File: src/rtl/fetch_stage_pkg.sv
// Shared pipeline definitions for the instruction-fetch stage: FSM encoding,
// reset PC default, instruction field positions and the IF/ID payload type.
package fetch_stage_pkg;

  typedef enum logic {
    FETCH = 1'b0,   // read request outstanding at pc
    HOLD  = 1'b1    // skid full, no request issued
  } fetch_state_e;

  localparam logic [31:0] RESET_PC_DEFAULT = 32'h0000_0000;

  localparam int OP_MSB = 31;
  localparam int OP_LSB = 26;
  localparam int FN_MSB = 5;
  localparam int FN_LSB = 0;

  // Payload carried by both the IF/ID register and the skid buffer
  typedef struct packed {
    logic [31:0] instr;
    logic [31:0] pc4;
  } ifid_entry_t;

  // Instruction addresses are always word aligned
  function automatic logic [31:0] word_align(input logic [31:0] a);
    return {a[31:2], 2'b00};
  endfunction

endpackage

File: src/rtl/fetch_skid.sv
// One-entry skid buffer: parks a returned word when decode is stalled and
// IF/ID is already occupied. Clear wins over load, load wins over pop.
module fetch_skid
  import fetch_stage_pkg::*;
(
  input  logic        clk_i,
  input  logic        rst_i,
  input  logic        clear_i,
  input  logic        load_i,
  input  logic        pop_i,
  input  ifid_entry_t entry_i,
  output logic        valid_o,
  output ifid_entry_t entry_o
);

  logic        valid_q, valid_d;
  ifid_entry_t entry_q, entry_d;

  // Next-state: occupancy and captured payload
  always_comb begin
    valid_d = valid_q;
    entry_d = entry_q;
    if (clear_i) begin
      valid_d = 1'b0;
    end else if (load_i) begin
      valid_d = 1'b1;
      entry_d = entry_i;
    end else if (pop_i) begin
      valid_d = 1'b0;
    end
  end

  // Buffer registers, synchronous reset to empty
  always_ff @(posedge clk_i) begin
    if (rst_i) begin
      valid_q <= 1'b0;
      entry_q <= '0;
    end else begin
      valid_q <= valid_d;
      entry_q <= entry_d;
    end
  end

  assign valid_o = valid_q;
  assign entry_o = entry_q;

endmodule

File: src/rtl/fetch_stage.sv
// Instruction fetch stage: owns the pc, issues instruction-memory reads,
// fills the IF/ID register and absorbs one in-flight word in a skid buffer
// when decode stalls. Redirect beats flush beats normal flow.
module fetch_stage
  import fetch_stage_pkg::*;
#(
  parameter logic [31:0] RESET_PC = RESET_PC_DEFAULT
) (
  input  logic        clock_i,
  input  logic        reset_i,
  input  logic        stall_i,
  input  logic        flush_i,
  input  logic        redirect_i,
  input  logic [31:0] redirect_pc_i,
  output logic        imem_read_o,
  output logic [31:0] imem_addr_o,
  input  logic        imem_ready_i,
  input  logic [31:0] imem_data_i,
  output logic        if_valid_o,
  output logic [31:0] if_instr_o,
  output logic [31:0] if_pc4_o,
  output logic [5:0]  if_op_o,
  output logic [5:0]  if_fn_o
);

  fetch_state_e state_q, state_d;
  logic [31:0]  pc_q, pc_d;
  logic         ifv_q, ifv_d;
  ifid_entry_t  ifid_q, ifid_d;

  logic         skid_clear, skid_load, skid_pop, skid_valid;
  ifid_entry_t  skid_entry;
  ifid_entry_t  fetched;
  logic [31:0]  pc_plus4;

  // pc+4 wraps naturally in 32 bits
  assign pc_plus4 = pc_q + 32'd4;
  assign fetched  = '{instr: imem_data_i, pc4: pc_plus4};

  fetch_skid u_skid (
    .clk_i   (clock_i),
    .rst_i   (reset_i),
    .clear_i (skid_clear),
    .load_i  (skid_load),
    .pop_i   (skid_pop),
    .entry_i (fetched),
    .valid_o (skid_valid),
    .entry_o (skid_entry)
  );

  // Next-state, pc and IF/ID update; skid controls
  always_comb begin
    state_d    = state_q;
    pc_d       = pc_q;
    ifv_d      = ifv_q;
    ifid_d     = ifid_q;
    skid_clear = 1'b0;
    skid_load  = 1'b0;
    skid_pop   = 1'b0;

    if (redirect_i) begin
      // Any word returned this cycle belongs to the wrong path: drop it
      pc_d       = word_align(redirect_pc_i);
      ifv_d      = 1'b0;
      skid_clear = 1'b1;
      state_d    = FETCH;
    end else if (flush_i) begin
      // pc is already past the dropped words, so it is left alone
      ifv_d      = 1'b0;
      skid_clear = 1'b1;
      state_d    = FETCH;
    end else begin
      unique case (state_q)
        FETCH: begin
          if (imem_ready_i) begin
            pc_d = pc_plus4;
            if (!ifv_q || !stall_i) begin
              ifv_d  = 1'b1;
              ifid_d = fetched;
            end else begin
              // Decode is holding a live instruction: park the new word
              skid_load = 1'b1;
              state_d   = HOLD;
            end
          end else if (!stall_i) begin
            // Decode consumed IF/ID and nothing arrived to replace it
            ifv_d = 1'b0;
          end
        end
        HOLD: begin
          if (!stall_i) begin
            ifv_d    = skid_valid;
            ifid_d   = skid_entry;
            skid_pop = 1'b1;
            state_d  = FETCH;
          end
        end
        default: state_d = FETCH;
      endcase
    end
  end

  // Stage registers, synchronous reset overrides every other control
  always_ff @(posedge clock_i) begin
    if (reset_i) begin
      state_q <= FETCH;
      pc_q    <= RESET_PC;
      ifv_q   <= 1'b0;
      ifid_q  <= '0;
    end else begin
      state_q <= state_d;
      pc_q    <= pc_d;
      ifv_q   <= ifv_d;
      ifid_q  <= ifid_d;
    end
  end

  // pc only moves on a completed fetch, so the address is stable while waiting
  assign imem_read_o = (state_q == FETCH);
  assign imem_addr_o = pc_q;

  assign if_valid_o = ifv_q;
  assign if_instr_o = ifv_q ? ifid_q.instr : 32'h0;
  assign if_pc4_o   = ifid_q.pc4;
  assign if_op_o    = if_instr_o[OP_MSB:OP_LSB];
  assign if_fn_o    = if_instr_o[FN_MSB:FN_LSB];

endmodule

File: config.mk
export PLATFORM = sky130hd
export DESIGN_NAME = fetch_stage
export DESIGN_NICKNAME = d
export VERILOG_FILES = /design/src/rtl/fetch_stage_pkg.sv /design/src/rtl/fetch_skid.sv /design/src/rtl/fetch_stage.sv
export SDC_FILE = /design/constraint.sdc
export NUM_CORES = 1
export LEC_CHECK = 0
export BUFFER_PORTS_ARGS = -buffer_cell sky130_fd_sc_hd__buf_2
export CAP_MARGIN = 20
export CORE_AREA = 2 2 144 146
export CTS_CLUSTER_DIAMETER = 50
export CTS_CLUSTER_SIZE = 28
export DETAILED_ROUTE_END_ITERATION = 8
export DIE_AREA = 0 0 146 148
export PLACE_DENSITY = 0.69
export SLEW_MARGIN = 20
export SYNTH_ARGS = -nofsm -noshare
export SYNTH_HDL_FRONTEND = slang
export SYNTH_SLANG_ARGS = --single-unit
export TNS_END_PERCENT = 50
File: constraint.sdc
create_clock -name clock_i -period 4.46 [get_ports clock_i]
set_input_delay 1.115 -clock clock_i [delete_from_list [all_inputs] [get_ports clock_i]]
set_output_delay 1.115 -clock clock_i [all_outputs]
set_load 0.05 [all_outputs]
==> run metrics <==
status finished clean; Setup-failing EPs final 0; Worst-Skew Late Latency 420 ps; vias in the first global route 5905; Maximum Capacitance Violations 0; CTS buffer count 17; Synth Area in Compound Gates 16.42%; Netlist Area Pre-Place 7732 um^2; CP peak stage delay 1020 ps; die footprint 21610 um^2; die width 146 um; Async S/R FF share, synth 0%; Min-Delay Startpoint if_pc4_o[11]; P_int 2.370 mW; worst r2r dst u_skid.entry_o[21]; initial antenna violation count 0; mux cell area share after synthesis 4.919%; Cell Area, Placed 8353 um^2; fmax 317.3 MHz; CTS tree built; Layout area overhead 15.47%; EDFF count, synth 0; DR iter-0 viols 498; r2r setup slk 1610 ps; hold depth 2; Leak 3.382 nW; slowest cell on the critical path dfxtp_4; worst path cell trace inv_1, buf_4, buf_2; drt wl/cell 15.55 um; worst path arrival time 2040 ps; Yosys cell types 58; power share of the sequential group 46.0%; Initial Util 38.59%; largest family of logic cells by synthesized area simple AND/OR/NAND/NOR gates; YS warnings 0; DRC 0; Avg Vias per Cell 5.154; layout cell share with drive strength beyond 1 23.16%; CP bufs+invs 3; Nets 1090; hold buffer count at CTS 0; post-route ant nets 0; Worst Max-Slew Pin Slew 1016 ps; sw frac 27.13%; Tot GR Track Use 18.34%; Final Skew 6.291 ps; H-tree levels 4; setup TNS 0 ps; Core ar. 20040 um^2; CP endpoint kind output pin; vias 6711; syn avg cell area 8.226 um^2; Period minus WS final 3152 ps; Tcrit/Tclk final 70.67%; Detailed Routing Iterations Pass 1 5; Worst Hold Class flip-flop to flip-flop; IO Count 180; Site Rows 52; sequential share of the synthesized area 40.65%; post_cts resized 0; first-pass GRT wire length 31890 um; final instance area 8929 um^2; NetSw 0.8824 mW; HPWL after DPL 13540 um; Finished Core Util 44.56%; Hold Path Sink if_pc4_o[11]; Setup CP Type flip-flop to output pin; startpoint types flip-flop; combinational group share of total power 10.3%; Clk pwr share 43.7%; clock sink total 157; diode count 0; drt total wl 20240 um; Slew headroom 32.28%; Slew Viols, Final 0; pwr dens 364.3 nW/um^2; Seq cells post-synth 157; CP required 3350 ps; XOR/XNOR Fraction of Synth Area 5.097%; Mapped Cells 940; IO buf count 173; Post-Synth Simple-Gate Area 23.53%; Clock Pin Slew Worst Setup and Hold Paths 60 ps; Root Driver clkbuf_16; largest net degree at the start of global routing 74; unrepaired setup endpoints after global routing no; Crit Path Max Fanout 73; Power, Total 3.252 mW; Fin. Hold Viols 0; Worst R2R Start state_q; Clock Path Buffers 2; Worst Reg-to-Reg Cells 4; Top Family by Delay on Critical Path flip-flops; IR drop worst, VDD 0.2540 mV; post-synthesis adder-cell area fraction 0.1618%; GPL Wtd Cong 0.8591; post-CTS setup buffers 0; Die Y 148 um; top_reg_cell synth dfxtp_1; GR Overflow Total 0
==> how the worst max path moves through the flow <==
| stage | from | endpoint | slack, ps | cells past startpoint |
|---|---|---|---|---|
| floorplan | if_valid_o | if_op_o[0] | 1630 | 3 |
| detailed placement | imem_ready_i | u_skid.entry_o[21] | 1100 | 5 |
| global route | state_q | imem_read_o | 1210 | 3 |
| finish | state_q | imem_read_o | 1310 | 3 |
| global placement | imem_ready_i | u_skid.entry_o[21] | 1110 | 5 |
| CTS | if_valid_o | if_instr_o[29] | 1250 | 2 |
==> power groups by stage <==
stage / Combinational, mW / Clock [mW] / Sequential (mW)
4_1_cts: 0.336 / 1.45 / 1.49
5_1_grt: 0.362 / 1.51 / 1.50
6_report: 0.335 / 1.42 / 1.50
3_5_place_dp: 0.334 / 0 / 1.53
3_3_place_gp: 0.333 / 0 / 1.52
2_1_floorplan: 0.203 / 0 / 1.56
==> flip-flops by register name, indices dropped and copies added (netlist names) <==
signal	count
u_skid.valid_o	1
if_valid_o	1
imem_addr_o	30
if_pc4_o	30
ifid_q	32
state_q	1
u_skid.entry_o	62
==> Yosys cell counts (4+ instances only) <==
library cell  count  area, um^2
a211oi_1         61       457.9
a21o_1            5       37.54
a21oi_1          55       275.3
a31oi_1          10       62.56
and2_1           33       206.5
and3_1            5       31.28
and4_1            5       43.79
buf_1             4       15.01
buf_2            15       75.07
buf_4            46       345.3
clkbuf_1         54       202.7
clkbuf_2          4       20.02
dfxtp_1         157        3143
inv_1             4       15.01
mux2i_1          38       380.4
nand2_1         121       454.2
nand3_1          29       145.1
nand4_1          16       100.1
nor2_1           98       367.9
nor3_1           30       150.1
nor4_1           10       62.56
nor4_2            6       75.07
o21ai_0          35       175.2
o31a_1            5       43.79
or3_1             6       37.54
xnor2_1          30       262.8
xor2_1           15       131.4
==> kinds of logic after synthesis <==
| logic type | Yosys count |
|---|---|
| XOR/XNOR | 45 |
| AND/OR/NAND/NOR | 372 |
| multiplexers | 38 |
| buffers and inverters | 131 |
| other | 1 |
| flip-flops | 157 |
| adder cells (fa/ha/maj) | 1 |
| AO/OA/AOI/OAI | 195 |
==> per-layer routing <==
metal / routed length [um] / GRT usage [%]
met1: 9792 / 26.29
met2: 9095 / 27.97
met3: 975 / 3.333
met4: 377 / 5.825
met5: 0 / 0
==> tightest hold or removal path, cell delays in order (launching register included) <==
cell and delay (ps):
dfxtp_1 310, nand2_1 50, a21oi_1 50
==> area by class of cell <==
cell class	count	area, um^2
fill	2048	11110
inverter	5	18.77
sequential	157	3148
clock inverter	14	145.1
tap	270	337.8
timing repair buffer	183	943.4
multi-input combinational	655	3906
clock buffer	18	429.2
==> layout by cell type (no fill, tap or decap), types with 2 or more instances in the layout <==
| master | instances |
|---|---|
| or4_4 | 2 |
| xor2_1 | 15 |
| buf_2 | 172 |
| a31oi_1 | 10 |
| nand4_1 | 16 |
| clkinvlp_4 | 3 |
| nor2_1 | 98 |
| clkinv_4 | 2 |
| or3_1 | 5 |
| a21oi_1 | 55 |
| a311oi_1 | 3 |
| nand2_1 | 121 |
| o221ai_1 | 3 |
| and3_1 | 5 |
| nor3b_1 | 3 |
| o21a_1 | 2 |
| and2_1 | 33 |
| mux2i_1 | 38 |
| o31a_1 | 5 |
| a21o_1 | 5 |
| nand3_1 | 29 |
| clkinv_2 | 5 |
| nor3_1 | 30 |
| bufinv_16 | 2 |
| o21ai_0 | 35 |
| dfxtp_1 | 155 |
| and4_1 | 5 |
| o21bai_1 | 3 |
| o211ai_1 | 2 |
| conb_1 | 4 |
| a211oi_1 | 61 |
| buf_4 | 11 |
| clkbuf_16 | 17 |
| inv_1 | 4 |
| o31a_2 | 2 |
| xnor2_1 | 30 |
| nor4_1 | 10 |
| nor4_2 | 6 |
==> per-stage QoR <==
| stage | hold slack, ps | worst slack (ps) | std cells |
|---|---|---|---|
| after floorplan | 432.2 | 1629 | 943 |
| after global placement | 438.4 | 1110 | 1270 |
| after detailed placement | 444.0 | 1101 | 1270 |
| after CTS | 452.6 | 1247 | 1302 |
| after global routing | 473.0 | 1210 | 1302 |
| final | 450.6 | 1308 | 1302 |
Power figures use the tool's default switching activity.
